`src/rtl/turn_time_ctrl_pkg.sv`:
```
// Shared types and widths for the turn timer controller.
// Holds the FSM encoding, BCD digit width, timer count width and a saturating counter helper.
package turn_time_ctrl_pkg;

   localparam int BCD_W = 4;
   localparam int T_W   = 21;
   localparam int CNT_W = 4;

   typedef enum logic [1:0] {
      S_IDLE  = 2'd0,
      S_CLEAR = 2'd1,
      S_RUN   = 2'd2,
      S_END   = 2'd3
   } state_t;

   function automatic logic [CNT_W-1:0] sat_inc(input logic [CNT_W-1:0] v);
      return (v == {CNT_W{1'b1}}) ? v : v + CNT_W'(1);
   endfunction

endpackage

```
`src/rtl/bcd_sec_counter.sv`:
```
// Millisecond prescaler feeding a two-digit BCD seconds counter.
// Flags the tick that would make the seconds value reach the turn limit.
module bcd_sec_counter
   import turn_time_ctrl_pkg::*;
#(
   parameter int MS_PER_S = 1000,
   parameter int LIMIT_S  = 10
)
(
   input  logic             Clk,
   input  logic             Rst,
   input  logic             clr,
   input  logic             tick,
   input  logic             en,
   input  logic             freeze,
   output logic [BCD_W-1:0] sec_tens,
   output logic [BCD_W-1:0] sec_ones,
   output logic             lim_hit
);

   localparam int              MS_W     = (MS_PER_S > 1) ? $clog2(MS_PER_S) : 1;
   localparam logic [MS_W-1:0] MS_MAX   = MS_W'(MS_PER_S - 1);
   localparam logic [BCD_W-1:0] LIM_TENS = BCD_W'(LIMIT_S / 10);
   localparam logic [BCD_W-1:0] LIM_ONES = BCD_W'(LIMIT_S % 10);

   logic [MS_W-1:0]  ms_cnt;
   logic [BCD_W-1:0] nxt_tens;
   logic [BCD_W-1:0] nxt_ones;
   logic             sec_carry;
   logic             adv;

   always_comb begin
      nxt_tens = sec_tens;
      nxt_ones = sec_ones + BCD_W'(1);
      if (sec_ones == BCD_W'(9)) begin
         nxt_ones = '0;
         nxt_tens = (sec_tens == BCD_W'(9)) ? '0 : sec_tens + BCD_W'(1);
      end
   end

   assign sec_carry = (ms_cnt == MS_MAX);
   assign adv       = tick & en & ~freeze;
   // Limit match ignores freeze so the owner can decide which event wins.
   assign lim_hit   = tick & en & sec_carry & (nxt_tens == LIM_TENS) & (nxt_ones == LIM_ONES);

   always_ff @(posedge Clk) begin
      if (!Rst || clr) begin
         ms_cnt   <= '0;
         sec_tens <= '0;
         sec_ones <= '0;
      end else if (adv) begin
         if (sec_carry) begin
            ms_cnt   <= '0;
            sec_tens <= nxt_tens;
            sec_ones <= nxt_ones;
         end else begin
            ms_cnt <= ms_cnt + MS_W'(1);
         end
      end
   end

endmodule

```
`src/rtl/turn_time_ctrl.sv`:
```
// Two-player turn timer: starts and clears the upstream ms timer, counts elapsed
// seconds, and reports timeouts or finished turns with per-player timeout tallies.
module turn_time_ctrl
   import turn_time_ctrl_pkg::*;
#(
   parameter int LIMIT_S  = 10,
   parameter int MS_PER_S = 1000
)
(
   input  logic             Clk,
   input  logic             Rst,
   input  logic             TurnGo,
   input  logic             Done,
   input  logic [T_W-1:0]   T,
   output logic             TmrStart,
   output logic             TmrRstN,
   output logic             Player,
   output logic             Active,
   output logic [BCD_W-1:0] SecTens,
   output logic [BCD_W-1:0] SecOnes,
   output logic             Timeout,
   output logic             TurnEnd,
   output logic [CNT_W-1:0] ToCnt0,
   output logic [CNT_W-1:0] ToCnt1
);

   state_t         state;
   state_t         state_nxt;
   logic [T_W-1:0] t_q;
   logic           tick;
   logic           lim_hit;
   logic           timeout_nxt;
   logic           turnend_nxt;

   // Any change of the upstream count, including a wrap, is one tick.
   assign tick = (T != t_q);

   bcd_sec_counter #(
      .MS_PER_S (MS_PER_S),
      .LIMIT_S  (LIMIT_S)
   ) u_sec (
      .Clk      (Clk),
      .Rst      (Rst),
      .clr      (state == S_CLEAR),
      .tick     (tick),
      .en       (state == S_RUN),
      .freeze   (Done),
      .sec_tens (SecTens),
      .sec_ones (SecOnes),
      .lim_hit  (lim_hit)
   );

   always_ff @(posedge Clk) begin
      if (!Rst) state <= S_IDLE;
      else      state <= state_nxt;
   end

   always_comb begin
      state_nxt   = state;
      timeout_nxt = 1'b0;
      turnend_nxt = 1'b0;
      case (state)
         S_IDLE:  if (TurnGo) state_nxt = S_CLEAR;
         S_CLEAR: state_nxt = S_RUN;
         S_RUN: begin
            // Done takes priority over a limit-reaching tick in the same cycle.
            if (Done) begin
               turnend_nxt = 1'b1;
               state_nxt   = S_END;
            end else if (lim_hit) begin
               timeout_nxt = 1'b1;
               state_nxt   = S_END;
            end
         end
         S_END:   state_nxt = S_IDLE;
         default: state_nxt = S_IDLE;
      endcase
   end

   // Outputs are registered from the next state so they line up with it.
   always_ff @(posedge Clk) begin
      if (!Rst) begin
         Player   <= 1'b0;
         Active   <= 1'b0;
         TmrStart <= 1'b0;
         TmrRstN  <= 1'b0;
         Timeout  <= 1'b0;
         TurnEnd  <= 1'b0;
         ToCnt0   <= '0;
         ToCnt1   <= '0;
         t_q      <= '0;
      end else begin
         TmrStart <= (state_nxt == S_RUN);
         Active   <= (state_nxt == S_RUN);
         TmrRstN  <= (state_nxt != S_CLEAR);
         Timeout  <= timeout_nxt;
         TurnEnd  <= turnend_nxt;
         t_q      <= (state == S_CLEAR) ? '0 : T;
         if (state == S_END) Player <= ~Player;
         if (timeout_nxt) begin
            if (Player) ToCnt1 <= sat_inc(ToCnt1);
            else        ToCnt0 <= sat_inc(ToCnt0);
         end
      end
   end

endmodule

```
`config.mk`:
```
export PLATFORM = sky130hd
export DESIGN_NAME = turn_time_ctrl
export DESIGN_NICKNAME = d
export VERILOG_FILES = /design/src/rtl/turn_time_ctrl_pkg.sv /design/src/rtl/bcd_sec_counter.sv /design/src/rtl/turn_time_ctrl.sv
export SDC_FILE = /design/constraint.sdc
export NUM_CORES = 1
export LEC_CHECK = 0
export CAP_MARGIN = 20
export CORE_MARGIN = 4
export CORE_UTILIZATION = 52
export CTS_CLUSTER_DIAMETER = 30
export DETAILED_ROUTE_END_ITERATION = 10
export PLACE_DENSITY = 0.75
export SKIP_CTS_REPAIR_TIMING = 1
export SYNTH_ARGS = -nofsm -noshare
export SYNTH_HDL_FRONTEND = slang
export SYNTH_SLANG_ARGS = --single-unit
```
`constraint.sdc`:
```
create_clock -name Clk -period 3 [get_ports Clk]
set_clock_uncertainty 0.2 [all_clocks]
set_input_delay 0.75 -clock Clk [delete_from_list [all_inputs] [get_ports Clk]]
set_output_delay 0.75 -clock Clk [all_outputs]
set_load 0.005 [all_outputs]
```
== Word level (Yosys, flattened, before mapping) ==
Index checks and enable logic that the tools add are counted.
Operators by class
  $add $sub $neg: 5
  bitwise gates (word level): 10
  reductions and logical operators: 9
  mux-type cells: 12
  equal/unequal tests: 12
Operators with widths (number)
  21-bit != test: 1
  4-bit by 1-bit adder with 4-bit output (second input constant): 4
  4-bit equality test (second input constant): 4
  4-bit 2-to-1 mux: 3
  10-bit by 1-bit adder with 10-bit output (second input constant): 1
  10-bit equality test (second input constant): 1
  10-bit 2-to-1 mux: 1
  2-bit one-hot mux with 4 select lines: 1
  2-bit equality test (second input constant): 3
  2-bit 2-to-1 mux: 3
  3-bit AND reduction: 2
  1-bit AND: 5
  1-bit NOT: 5
  4-bit by 1-bit equality test with 1-bit output (second input constant): 1
  4-bit zero test: 1
  1-bit 2-to-1 mux: 4
  2-bit AND reduction: 2
  2-bit by 1-bit equality test with 1-bit output (second input constant): 1
  2-bit zero test: 1
  2-bit by 1-bit != test with 1-bit output (second input constant): 1
  2-bit OR reduction: 1
  1-bit zero test: 1
  1-bit logical OR: 1
Storage, ports and cells
  bits in registers: 54
  input bits: 25

== Longest topological paths before layout ==
Gate-level depths: netlist of the first run.
  word-level depth: 10
  gate-level depth with buffers: 9
  gate-level depth less buffers: 8

== By module ==
A second synthesis of the first run with hierarchy kept.
Second synthesis, totals
  cells, all modules: 258
  area, all modules: 2387.3 um^2
Modules (own cells, without submodules)
  turn_time_ctrl: cells each 138, area each 1403.8 um^2, times used 1
  bcd_sec_counter: cells each 120, area each 983.4 um^2, times used 1

== Worst setup path before layout of the first run ==
No wires, ideal clock.
  kind: input to register
  start point: input port T[2]
  end point: register ToCnt0[0]
  stages on the path: 8
  arrival time: 2.298 ns
  data required time: 2.727 ns
  path buffers: 2
  path slack: 0.429 ns
  cell sequence: xor2_1 nor4_1 and4_1 buf_2 a2111o_1 buf_6 or3_1 a21oi_1
Between the ends
  word-level cells in the longest chain between the ends: 9
Ends and longest elaborated chain
  from (decl): RTL line turn_time_ctrl.sv:14  | input logic [T_W-1:0] T,
  21-bit != test: RTL line turn_time_ctrl.sv:36  | assign tick = (T != t_q);
  1-bit AND (4 in series): RTL line bcd_sec_counter.sv:44  | assign lim_hit = tick & en & sec_carry & (nxt_tens == LIM_TENS) & (nxt_ones == LIM_ONES);
  1-bit 2-to-1 mux: RTL line turn_time_ctrl.sv:70  | end else if (lim_hit) begin
  1-bit 2-to-1 mux: RTL line turn_time_ctrl.sv:67  | if (Done) begin
  1-bit 2-to-1 mux: RTL line turn_time_ctrl.sv:62  | case (state)
  3-bit AND reduction (no line)
  to (signal assigned): RTL line turn_time_ctrl.sv:102  | else ToCnt0 <= sat_inc(ToCnt0);
  to (decl): RTL line turn_time_ctrl.sv:23  | output logic [CNT_W-1:0] ToCnt0,
Every way passes these cells.
A chain may end at the register's enable or synchronous reset.

== Final worst setup path of the first run ==
  start point: input port T[11]
  end point: register TmrRstN
Between the ends
  word-level cells in the longest chain between the ends: 9
Ends and longest elaborated chain
  21-bit != test: RTL line turn_time_ctrl.sv:36
  1-bit AND (4 in series): RTL line bcd_sec_counter.sv:44
  2-bit 2-to-1 mux: RTL line turn_time_ctrl.sv:70
  2-bit 2-to-1 mux: RTL line turn_time_ctrl.sv:67
  2-bit one-hot mux with 4 select lines: RTL line turn_time_ctrl.sv:62
  2-bit by 1-bit != test with 1-bit output: RTL line turn_time_ctrl.sv:95  | TmrRstN <= (state_nxt != S_CLEAR);
  to (signal assigned): RTL line turn_time_ctrl.sv:95
  to (decl): RTL line turn_time_ctrl.sv:16  | output logic TmrRstN,
Every way passes these cells.

==> impl_metrics.env, run 1 <==
export IMPL_status="completed"
export IMPL_synthArstFlopShare_pct=0
export IMPL_hold_viol_final=0
export IMPL_cts_tree="built"
export IMPL_start_util_pct=54.1
export IMPL_power_density_nw_per_um2=514
export IMPL_seq_area_um2=1080
export IMPL_place_worst_setup_slack_ns=-0.255
export IMPL_synth_top_area_share_pct=41.7
export IMPL_synth_common_cells="dfxtp_1, and2_1, xor2_1"
export IMPL_wl_per_cell_um=12.8
export IMPL_vias_per_cell=5.42
export IMPL_cts_root_buffer="clkbuf_8"
export IMPL_synth_seq_cells=54
export IMPL_design_portCount=47
export IMPL_p_leak_uw=0.00127
export IMPL_final_net_count=370
export IMPL_crit_required_ns=3.06
export IMPL_synth_area_um2=2590
export IMPL_dr_pass1_iters=4
export IMPL_synth_flop_cell="dfxtp_1"
export IMPL_slew_headroom_pct=69.4
export IMPL_htree_levels=2
export IMPL_ant_nets=0
export IMPL_grt_max_degree=22
export IMPL_grt_pass1_wl_mm=8.75
export IMPL_hold_path_class="register to register"
export IMPL_worst_setup_path_end_kind="register"
export IMPL_synth_distinct_cells=53
export IMPL_path_max_fanout=5
export IMPL_synth_largest_area_cell="dfxtp_1"
export IMPL_fill_cells=422
export IMPL_crit_type="input port to register"
export IMPL_cts_buffer_depth=2
export IMPL_antenna_found_initial=0
export IMPL_min_period_over_period_pct=95.7
export IMPL_instances_no_fill=406
export IMPL_multiInputGateArea_um2=1390
export IMPL_portBuffers=46
export IMPL_grtUsageTotal_pct=17.4
export IMPL_die_x_um=78.6
export IMPL_dp_cells=396
export IMPL_dieArea_um2=6180
export IMPL_rsz0062_at_grt="no"
export IMPL_numCtsBuffers=5
export IMPL_vdd_drop_max_mv=0.371
export IMPL_drt_iter0_markers=107
export IMPL_period_minus_slack_ns=2.87
export IMPL_num_rows=25
export IMPL_hpwl_mm=3.75
export IMPL_postLayoutSetupSlackWorst_ns=0.128
export IMPL_synthTopCellsByArea="dfxtp_1, xor2_1, and2_1"
export IMPL_num_vias=2201
export IMPL_synth_nets=318
export IMPL_synth_most_common_cell="dfxtp_1"
export IMPL_fp_dieH_um=78.6
export IMPL_antenna_cells=0
export IMPL_route_detailed_drc=0
export IMPL_grt_pass1_vias=1977
export IMPL_drive_gt1_share_pct=8.55
export IMPL_power_uw=1680
export IMPL_gp_congestion=0.779
export IMPL_timing_final_max_slew_violations=0
export IMPL_setup_violations=0
export IMPL_ys_seq_area_share_pct=41.7
export IMPL_drt_wl_total_mm=5.21
export IMPL_syn_inst=286
export IMPL_clock_latency_ns=0.31
export IMPL_cap_violations=0
export IMPL_cts_sinks=54
export IMPL_final_util_pct=68.4
export IMPL_synth_edf_count=0
export IMPL_grt_overflow_total=0
export IMPL_critPathLaunchType="input port"
export IMPL_critPathArrivalTime_ns=2.93
export IMPL_core_area_um2=4790
export IMPL_clkTransAtPathRegs_ns=0.09
export IMPL_clock_fmax_ghz=0.348
export IMPL_worst_pin_slew_ns=0.456
export IMPL_yosysWarningCount=0
export IMPL_syn_avg_cell_area_um2=9.06
export IMPL_syn2layout_area_growth_pct=26.3
-- cells in the final DEF, fill, tap and decap left out, types with 4 or more instances in the layout --
cell type,instances
dfxtp_1,54
clkdlybuf4s50_1,46
and2_1,25
xor2_1,22
nand2_1,19
nor2_1,16
a21oi_1,14
buf_4,13
nand3_1,11
inv_1,8
o21ai_0,8
nand4_1,7
mux2i_1,7
a211oi_1,7
ha_1,7
clkbuf_8,7
nor4_1,6
nor3_1,6
nand2b_1,5
and3_1,4
-- report_power, final --
| part | leakage [µW] | switching, µW | internal (µW) |
|---|---|---|---|
| registers | 0.000441 | 41.8 | 792 |
| logic | 0.000779 | 194 | 210 |
| clock network | 0.0000544 | 234 | 212 |
-- state kept, by name, summed over array words and instances (netlist names), 2 cells and up --
name	cells
ToCnt1	4
u_sec.ms_cnt	10
ToCnt0	4
u_sec.sec_tens	4
state	2
u_sec.sec_ones	4
t_q	21
-- critical path, stage by stage --
cell	delay, ns
clkdlybuf4s50_1	0.45
xor2_1	0.17
nor4_1	0.39
and4_1	0.39
buf_4	0.17
a211oi_1	0.08
nor4_1	0.25
buf_4	0.18
o31a_1	0.10
-- kinds of logic (layout without fill, tap and decap cells) --
family	after synthesis	after routing	synth area share (%)
AND/OR/NAND/NOR	116	116	25.2
AO/OA/AOI/OAI	52	53	13.6
adder cells (fa/ha/maj)	7	7	3.38
XOR/XNOR	25	25	8.45
multiplexers	7	7	2.70
flip-flops	54	54	41.7
buffers and inverters	25	77	5.02
-- final cells by class --
class,count,share of cell area (%)
Multi-Input combinational cell,208,42.5
Sequential cell,54,33.0
Clock inverter,1,0.268
Timing Repair Buffer,60,17.7
Inverter,9,1.03
Clock buffer,7,2.94
Tap cell,67,2.56
-- metal layers --
layer | global-route usage [%] | up-vias | part of all wire [%]
li1 | - | 1116 | -
met1 | 21.3 | 1033 | 45
met2 | 30.0 | 45 | 50
met3 | 2.98 | 7 | 3.4
met4 | 7.52 | 0 | 1.6
met5 | 0 | - | 0
-- path summary, 6_finish.rpt --
path,startpoint,slack (ns),cells after the start,end
hold reg to reg,u_sec.ms_cnt[1],0.29,2,u_sec.ms_cnt[1]
setup / recovery,T[11],0.13,9,TmrRstN
setup reg to reg,u_sec.ms_cnt[0],0.38,7,ToCnt1[2]
hold / removal,u_sec.ms_cnt[1],0.29,2,u_sec.ms_cnt[1]
-- through the flow --
stage / cell area, µm² / setup TNS (ns) / hold slack [ns]
after global routing: 3270 / 0 / 0.313
final: 3270 / 0 / 0.294
after floorplan: 2590 / 0 / 0.259
after detailed placement: 3150 / -1.52 / 0.281
after global placement: 3150 / -0.984 / 0.271
after CTS: 3250 / 0 / 0.296
No activity file was read; power rests on OpenSTA's default activity.
==> inputs of run 2 (changes only) <==
--- a/config.mk
+++ b/config.mk
@@ -5,13 +5,15 @@
 export SDC_FILE = /design/constraint.sdc
 export NUM_CORES = 1
 export LEC_CHECK = 0
-export CAP_MARGIN = 20
+export CAP_MARGIN = 15
 export CORE_MARGIN = 4
 export CORE_UTILIZATION = 52
+export CTS_BUF_LIST = sky130_fd_sc_hd__clkbuf_4 sky130_fd_sc_hd__clkbuf_8 sky130_fd_sc_hd__clkbuf_16
 export CTS_CLUSTER_DIAMETER = 30
 export DETAILED_ROUTE_END_ITERATION = 10
 export PLACE_DENSITY = 0.75
 export SKIP_CTS_REPAIR_TIMING = 1
+export SLEW_MARGIN = 20
 export SYNTH_ARGS = -nofsm -noshare
 export SYNTH_HDL_FRONTEND = slang
 export SYNTH_SLANG_ARGS = --single-unit
==> results of run 2 <==
Same layout as run 1: the final DEF is identical, and so are final timing and power.
==> inputs of run 3 (changes only) <==
--- a/config.mk
+++ b/config.mk
@@ -11,6 +11,7 @@
 export CTS_BUF_LIST = sky130_fd_sc_hd__clkbuf_4 sky130_fd_sc_hd__clkbuf_8 sky130_fd_sc_hd__clkbuf_16
 export CTS_CLUSTER_DIAMETER = 30
 export DETAILED_ROUTE_END_ITERATION = 10
+export GPL_TIMING_DRIVEN = 1
 export PLACE_DENSITY = 0.75
 export SKIP_CTS_REPAIR_TIMING = 1
 export SLEW_MARGIN = 20
==> results of run 3 <==
Same layout as run 1: the final DEF is identical, and so are final timing and power.
